### config.mk
export PLATFORM = sky130hd
export DESIGN_NAME = spectral_frame_scheduler
export DESIGN_NICKNAME = d
export VERILOG_FILES = /design/src/rtl/shazam_pkg.sv /design/src/rtl/frame_slot.sv /design/src/rtl/spectral_frame_scheduler.sv
export SDC_FILE = /design/constraint.sdc
export NUM_CORES = 1
export LEC_CHECK = 0
export CORE_UTILIZATION = 58
export DETAILED_ROUTE_END_ITERATION = 8
export PLACE_DENSITY = 0.92
export SYNTH_ARGS = -nofsm -noshare
export SYNTH_HDL_FRONTEND = slang
export SYNTH_HIERARCHICAL = 1
export SYNTH_SLANG_ARGS = --single-unit
### constraint.sdc
create_clock -name clk -period 5.4 [get_ports clk]
set_input_delay 0.54 -clock clk [delete_from_list [all_inputs] [get_ports clk]]
set_output_delay 0.54 -clock clk [all_outputs]
set_load 0.01 [all_outputs]
### src/rtl/shazam_pkg.sv
// rtl/shazam_pkg.sv - shared types, default widths and helpers for the spectral frame scheduler
package shazam_pkg;

  // Lifecycle of one FFT engine slot
  typedef enum logic [1:0] {
    IDLE    = 2'd0,
    FILL    = 2'd1,
    BUSY    = 2'd2,
    RECOVER = 2'd3
  } slot_state_t;

  localparam int SAMPLE_W = 12;
  localparam int MAG_W    = 16;
  localparam int BIN_W    = 9;

  // Engine-index width; never narrower than one bit
  function automatic int clog2_min1(input int n);
    return (n <= 2) ? 1 : $clog2(n);
  endfunction

endpackage

### src/rtl/frame_slot.sv
// rtl/frame_slot.sv - per-engine slot: lifecycle FSM, fill counter, bin counter, latched seq
module frame_slot
  import shazam_pkg::*;
#(
  parameter int FRAME_LEN = 512,
  parameter int BIN_W     = shazam_pkg::BIN_W,
  parameter int SEQ_W     = 8
) (
  input  logic             clk,
  input  logic             reset,
  input  logic             start,
  input  logic             sample,
  input  logic             dispatch,
  input  logic             fft_done,
  input  logic             mag_valid,
  input  logic [SEQ_W-1:0] seq_in,
  output slot_state_t      state,
  output logic             write_enable,
  output logic             fft_reset,
  output logic [BIN_W:0]   bin,
  output logic [SEQ_W-1:0] seq
);

  localparam int FCW = (FRAME_LEN > 1) ? $clog2(FRAME_LEN) : 1;
  localparam logic [FCW-1:0] FILL_LAST = FCW'(FRAME_LEN - 1);

  // Samples already taken for the frame being filled
  logic [FCW-1:0] fill_cnt;

  // The dispatching sample is the first sample of the frame
  assign write_enable = sample && (dispatch || (state == FILL));

  // Slot lifecycle; fft_reset is registered so it is high exactly while in RECOVER
  always_ff @(posedge clk) begin
    if (reset || !start) begin
      state     <= IDLE;
      fill_cnt  <= '0;
      fft_reset <= 1'b1;
    end else begin
      fft_reset <= 1'b0;
      case (state)
        IDLE: begin
          if (dispatch) begin
            fill_cnt <= FCW'(1);
            state    <= (FRAME_LEN == 1) ? BUSY : FILL;
          end
        end
        FILL: begin
          if (sample) begin
            fill_cnt <= fill_cnt + 1'b1;
            if (fill_cnt == FILL_LAST) state <= BUSY;
          end
        end
        BUSY: begin
          if (fft_done) begin
            state     <= RECOVER;
            fft_reset <= 1'b1;
          end
        end
        RECOVER: state <= IDLE;
        default: state <= IDLE;
      endcase
    end
  end

  // Bin counter: cleared on frame start, counts every magnitude, saturates once past the last bin
  always_ff @(posedge clk) begin
    if (reset || !start) begin
      bin <= '0;
    end else if (dispatch) begin
      bin <= '0;
    end else if (mag_valid && !bin[BIN_W]) begin
      bin <= bin + 1'b1;
    end
  end

  // Sequence tag of the frame owned by this slot
  always_ff @(posedge clk) begin
    if (reset) begin
      seq <= '0;
    end else if (start && dispatch) begin
      seq <= seq_in;
    end
  end

endmodule

### src/rtl/spectral_frame_scheduler.sv
// rtl/spectral_frame_scheduler.sv - overlapping frame dispatch to FFT engines and magnitude merge
module spectral_frame_scheduler
  import shazam_pkg::*;
#(
  parameter int NUM_ENGINES = 3,
  parameter int SAMPLE_W    = shazam_pkg::SAMPLE_W,
  parameter int MAG_W       = shazam_pkg::MAG_W,
  parameter int FRAME_LEN   = 512,
  parameter int HOP         = 256,
  parameter int BIN_W       = shazam_pkg::BIN_W,
  parameter int SEQ_W       = 8,
  localparam int EW         = clog2_min1(NUM_ENGINES)
) (
  input  logic                         clk,
  input  logic                         reset,
  input  logic                         start,
  input  logic [SAMPLE_W-1:0]          adc_data,
  input  logic                         adc_data_valid,
  output logic [SAMPLE_W-1:0]          fft_sample,
  output logic [NUM_ENGINES-1:0]       fft_write_active,
  output logic [NUM_ENGINES-1:0]       fft_reset,
  input  logic [NUM_ENGINES-1:0]       fft_done,
  input  logic [NUM_ENGINES*MAG_W-1:0] fft_mag,
  input  logic [NUM_ENGINES-1:0]       fft_mag_valid,
  output logic                         mag_valid,
  output logic [BIN_W+MAG_W-1:0]       mag_data,
  output logic [EW-1:0]                mag_engine,
  output logic                         frame_done,
  output logic [EW-1:0]                frame_done_engine,
  output logic [SEQ_W-1:0]             frame_done_seq,
  output logic                         overrun,
  output logic                         mag_collision
);

  localparam int HCW = (HOP > 1) ? $clog2(HOP) : 1;
  localparam logic [HCW-1:0] HOP_LAST  = HCW'(HOP - 1);
  localparam logic [EW-1:0]  SLOT_LAST = EW'(NUM_ENGINES - 1);

  logic [HCW-1:0]   hop_cnt;
  logic [EW-1:0]    next_slot;
  logic [SEQ_W-1:0] frame_seq;

  slot_state_t                slot_state [NUM_ENGINES];
  logic [BIN_W:0]             slot_bin   [NUM_ENGINES];
  logic [SEQ_W-1:0]           slot_seq   [NUM_ENGINES];
  logic [NUM_ENGINES-1:0]     slot_we;
  logic [NUM_ENGINES-1:0]     slot_rst;
  logic [NUM_ENGINES-1:0]     slot_dispatch;
  logic [NUM_ENGINES-1:0]     done_hit;

  logic strobe;
  logic attempt;
  logic target_idle;

  assign strobe      = start && adc_data_valid;
  assign attempt     = strobe && (hop_cnt == '0);
  assign target_idle = (slot_state[next_slot] == IDLE);

  // Only an idle target accepts the frame; RECOVER counts as occupied
  always_comb begin
    slot_dispatch = '0;
    if (attempt && target_idle) slot_dispatch[next_slot] = 1'b1;
  end

  for (genvar k = 0; k < NUM_ENGINES; k++) begin : g_slot
    assign done_hit[k] = start && fft_done[k] && (slot_state[k] == BUSY);

    frame_slot #(
      .FRAME_LEN (FRAME_LEN),
      .BIN_W     (BIN_W),
      .SEQ_W     (SEQ_W)
    ) u_slot (
      .clk          (clk),
      .reset        (reset),
      .start        (start),
      .sample       (strobe),
      .dispatch     (slot_dispatch[k]),
      .fft_done     (fft_done[k]),
      .mag_valid    (fft_mag_valid[k]),
      .seq_in       (frame_seq),
      .state        (slot_state[k]),
      .write_enable (slot_we[k]),
      .fft_reset    (slot_rst[k]),
      .bin          (slot_bin[k]),
      .seq          (slot_seq[k])
    );
  end

  assign fft_reset = slot_rst;

  // Hop counter, round-robin pointer, sequence numbering and the overrun flag
  always_ff @(posedge clk) begin
    if (reset) begin
      hop_cnt   <= '0;
      next_slot <= '0;
      frame_seq <= '0;
      overrun   <= 1'b0;
    end else if (!start) begin
      hop_cnt   <= '0;
      next_slot <= '0;
    end else begin
      if (strobe) hop_cnt <= (hop_cnt == HOP_LAST) ? '0 : hop_cnt + 1'b1;
      if (attempt) begin
        next_slot <= (next_slot == SLOT_LAST) ? '0 : next_slot + 1'b1;
        frame_seq <= frame_seq + 1'b1;
        if (!target_idle) overrun <= 1'b1;
      end
    end
  end

  // Shared sample bus and per-engine write strobes, one cycle behind the ADC
  always_ff @(posedge clk) begin
    if (reset) begin
      fft_sample       <= '0;
      fft_write_active <= '0;
    end else begin
      fft_sample       <= adc_data;
      fft_write_active <= slot_we;
    end
  end

  logic          done_any;
  logic [EW-1:0] done_idx;

  // Lowest-index accepted fft_done is reported when several land together
  always_comb begin
    done_any = 1'b0;
    done_idx = '0;
    for (int k = NUM_ENGINES - 1; k >= 0; k--) begin
      if (done_hit[k]) begin
        done_any = 1'b1;
        done_idx = EW'(k);
      end
    end
  end

  // Frame-done pulse with engine and sequence tags
  always_ff @(posedge clk) begin
    if (reset) begin
      frame_done        <= 1'b0;
      frame_done_engine <= '0;
      frame_done_seq    <= '0;
    end else begin
      frame_done <= done_any;
      if (done_any) begin
        frame_done_engine <= done_idx;
        frame_done_seq    <= slot_seq[done_idx];
      end
    end
  end

  logic             win_any;
  logic [EW-1:0]    win_idx;
  logic [BIN_W:0]   win_bin;
  logic [MAG_W-1:0] win_mag;
  logic             multi_valid;

  // Merge priority: lowest-index valid engine wins
  always_comb begin
    win_any = 1'b0;
    win_idx = '0;
    for (int k = NUM_ENGINES - 1; k >= 0; k--) begin
      if (fft_mag_valid[k]) begin
        win_any = 1'b1;
        win_idx = EW'(k);
      end
    end
  end

  assign win_bin     = slot_bin[win_idx];
  assign win_mag     = fft_mag[int'(win_idx)*MAG_W +: MAG_W];
  assign multi_valid = |(fft_mag_valid & (fft_mag_valid - 1'b1));

  // Merged magnitude stream; bins past the forwarded range are swallowed
  always_ff @(posedge clk) begin
    if (reset) begin
      mag_valid     <= 1'b0;
      mag_data      <= '0;
      mag_engine    <= '0;
      mag_collision <= 1'b0;
    end else begin
      mag_valid <= win_any && !win_bin[BIN_W];
      if (win_any && !win_bin[BIN_W]) begin
        mag_data   <= {win_bin[BIN_W-1:0], win_mag};
        mag_engine <= win_idx;
      end
      if (multi_valid) mag_collision <= 1'b1;
    end
  end

endmodule

==> results.cfg <==
[global_route]
first_global_vias = 6082
grt_pass1_wl_microns = 28900
gr-total-overflow = 0
track_usage_pct = 27.1
antenna_found_initial = 0
grt_max_degree = 52

[layout]
area_growth_pct = 24.5
drive_gt1_share_pct = 7.34
instances_no_fill = 1153
fin_nets = 1064
diodes = 0

[floorplanning]
die-area_sq_mm = 0.0137
die_h_microns = 117
die_w_microns = 117
num_rows = 41
core_sq_mm = 0.0128
initial_utilization_pct = 60.1
pin_count = 129

[synth]
syn_inst = 860
syn_avg_cell_area_sq_um = 8.92
synth_top_area_cell = dfxtp_1
syn_area_sq_mm = 0.00767
synth_warnings = 6
yosysSeqAreaShare_pct = 42.8
syn-num-nets = 954
synth-seq-cells = 164
synth_top_area_share_pct = 42.8
synth_area_leaders = dfxtp_1 (43%), nor2_1 (5.8%), a21oi_1 (4.5%)
synthArstFlopShare_pct = 0
synth-edff-count = 0
synth_commonest_cells = dfxtp_1 (164), nor2_1 (119), a21oi_1 (69)
yosys.cell_count.top_type = dfxtp_1
ys.flop_type = dfxtp_1
synth.distinct_cells = 54

[setup_path]
critPathRequiredTime_ps = 5720
rr_startpoint = hop_cnt[0]
path_max_fanout = 38
critPathKind = primary input to register
crit_start = start
start_kind = primary input
end_kind = register
cp.arrival_ps = 4020

[placement]
place_inst = 1123
gp_congestion = 0.843
hpwl_microns = 12100
numPortBuffers = 128

[hold_path]
min_from = g_slot[2].u_slot/seq[6]
hold_path_class = register to register

[timing]
tightest_slew_ps = 989
final-hold-violation-count = 0
finalSetupViolations = 0
clock.fmax_mhz = 270
rsz0062_at_grt = no
fin_skew_ps = 9.51
fin_crit_ps = 3710
relSlewSlack_pct = 34.1
post-route-period-util_pct = 68.6
holdWs_ps = 455
tns_ps = 0
finalMaxSlewViolations = 0

[routing]
met1_length_microns = 7720
finalWirelength_microns = 17800
drt_iter0_markers = 537
firstDrtPassIters = 5
top_layer = met4
vias = 6562
viasPerCell = 5.69
wl_per_cell_microns = 15.5
met3_wirelength_microns = 857
antenna_left = 0
wl_met2_microns = 8920
drc = 0

[pwr]
p_clk_share_pct = 43.1
intPower_mw = 2.03
power_frac_seq_pct = 47.6
ir_worst_vdd_uv = 211
p_sw_mw = 0.599
swShare_pct = 22.8
p_leak_nw = 3.41
power_mw = 2.63
comb_power_share_pct = 9.3
power.density_mw_per_mm2 = 275

[status]
status = finished clean

[cts]
cts_buffer_depth = 2
cts.sink_count = 164
root_buffer = clkbuf_16
post_cts_buffers = 0
cts_tree = yes
cts_hold_buf = 0
ctsResizeCount = 0
cts_buffers = 17
htree_levels = 4
insertion_delay_ps = 430
clk_pin_slew_worst_paths_ps = 60

[run]
cap_violations = 0
## cells by family (layout without fill, tap and decap cells)
kind of cell / Yosys count / in the layout / share of synthesized area [%]
multiplexers: 36 / 36 / 4.75
XOR/XNOR: 38 / 38 / 4.34
AND/OR/NAND/NOR: 375 / 375 / 25.9
adder cells (fa/ha/maj): 25 / 25 / 4.05
AO/OA/AOI/OAI: 157 / 157 / 14.0
buffers and inverters: 65 / 186 / 4.21
flip-flops: 164 / 164 / 42.8
## cells in the final DEF, fill, tap and decap left out, types with 15 or more instances in the layout
| master | n |
|---|---|
| nand2_1 | 61 |
| nand4_1 | 17 |
| xnor2_1 | 25 |
| clkdlybuf4s50_1 | 127 |
| mux2i_1 | 33 |
| inv_1 | 20 |
| nor2_1 | 119 |
| nand3_1 | 42 |
| dfxtp_1 | 164 |
| o21ai_0 | 21 |
| a21oi_1 | 69 |
| nor2b_1 | 24 |
| clkbuf_16 | 17 |
| ha_1 | 24 |
| nand2b_1 | 15 |
| a22o_1 | 25 |
## metal layers
metal	track usage, %	vias up
li1	-	3229
met1	34.3	3089
met2	44.6	215
met3	6.59	29
met4	11.0	0
met5	0	-
## worst max-delay path: stages
cell	delay, ps
clkdlybuf4s50_1	460
buf_4	370
and2_1	580
nand3_2	410
nor4_2	570
nor2b_2	190
a2111oi_4	480
nor2_1	110
a211oi_1	300
## state kept, by name (all words and copies together) (netlist names), 6 cells and up
register and flops:
frame_seq 8, fft_sample 12, g_slot.u_slot/seq 24, hop_cnt 8, frame_done_seq 8, mag_data 25
g_slot.u_slot/bin 30, g_slot.u_slot/fill_cnt 27, g_slot.u_slot/state 6
## worst paths after layout
kind,endpoint,slack (ps),cells after the start
min,g_slot[2].u_slot/seq[6],460,2
max reg2reg,g_slot[0].u_slot/state[0],2490,9
min reg2reg,g_slot[2].u_slot/seq[6],460,2
max,g_slot[0].u_slot/state[0],1690,9
## final cells by class
type | instances | area (sq um)
inverters | 20 | 75.1
fillers | 846 | 3230
multi-input cells | 631 | 4090
clock buffers | 21 | 470
clock inverters | 9 | 81.3
repair buffers | 136 | 1340
flip-flops and latches | 164 | 3280
well taps | 172 | 215
## power by group through the flow
| stage | sequential, mW | combinational [mW] | clock [mW] |
|---|---|---|---|
| 5_1_grt | 1.25 | 0.262 | 1.21 |
| 6_report | 1.25 | 0.244 | 1.13 |
| 3_3_place_gp | 1.28 | 0.235 | 0 |
| 4_1_cts | 1.25 | 0.244 | 1.15 |
| 2_1_floorplan | 1.29 | 0.118 | 0 |
| 3_5_place_dp | 1.28 | 0.241 | 0 |
## metrics by stage
step                      util, %  instance area [sq um]  setup slack, ps
after floorplan                 -                   7670             2700
after global placement       70.4                   9000             1610
after detailed placement     70.4                   9000             1490
after CTS                    74.7                   9550             1800
after global routing         74.7                   9550             1560
final                        74.7                   9550             1690
Power figures use the tool's default switching activity.
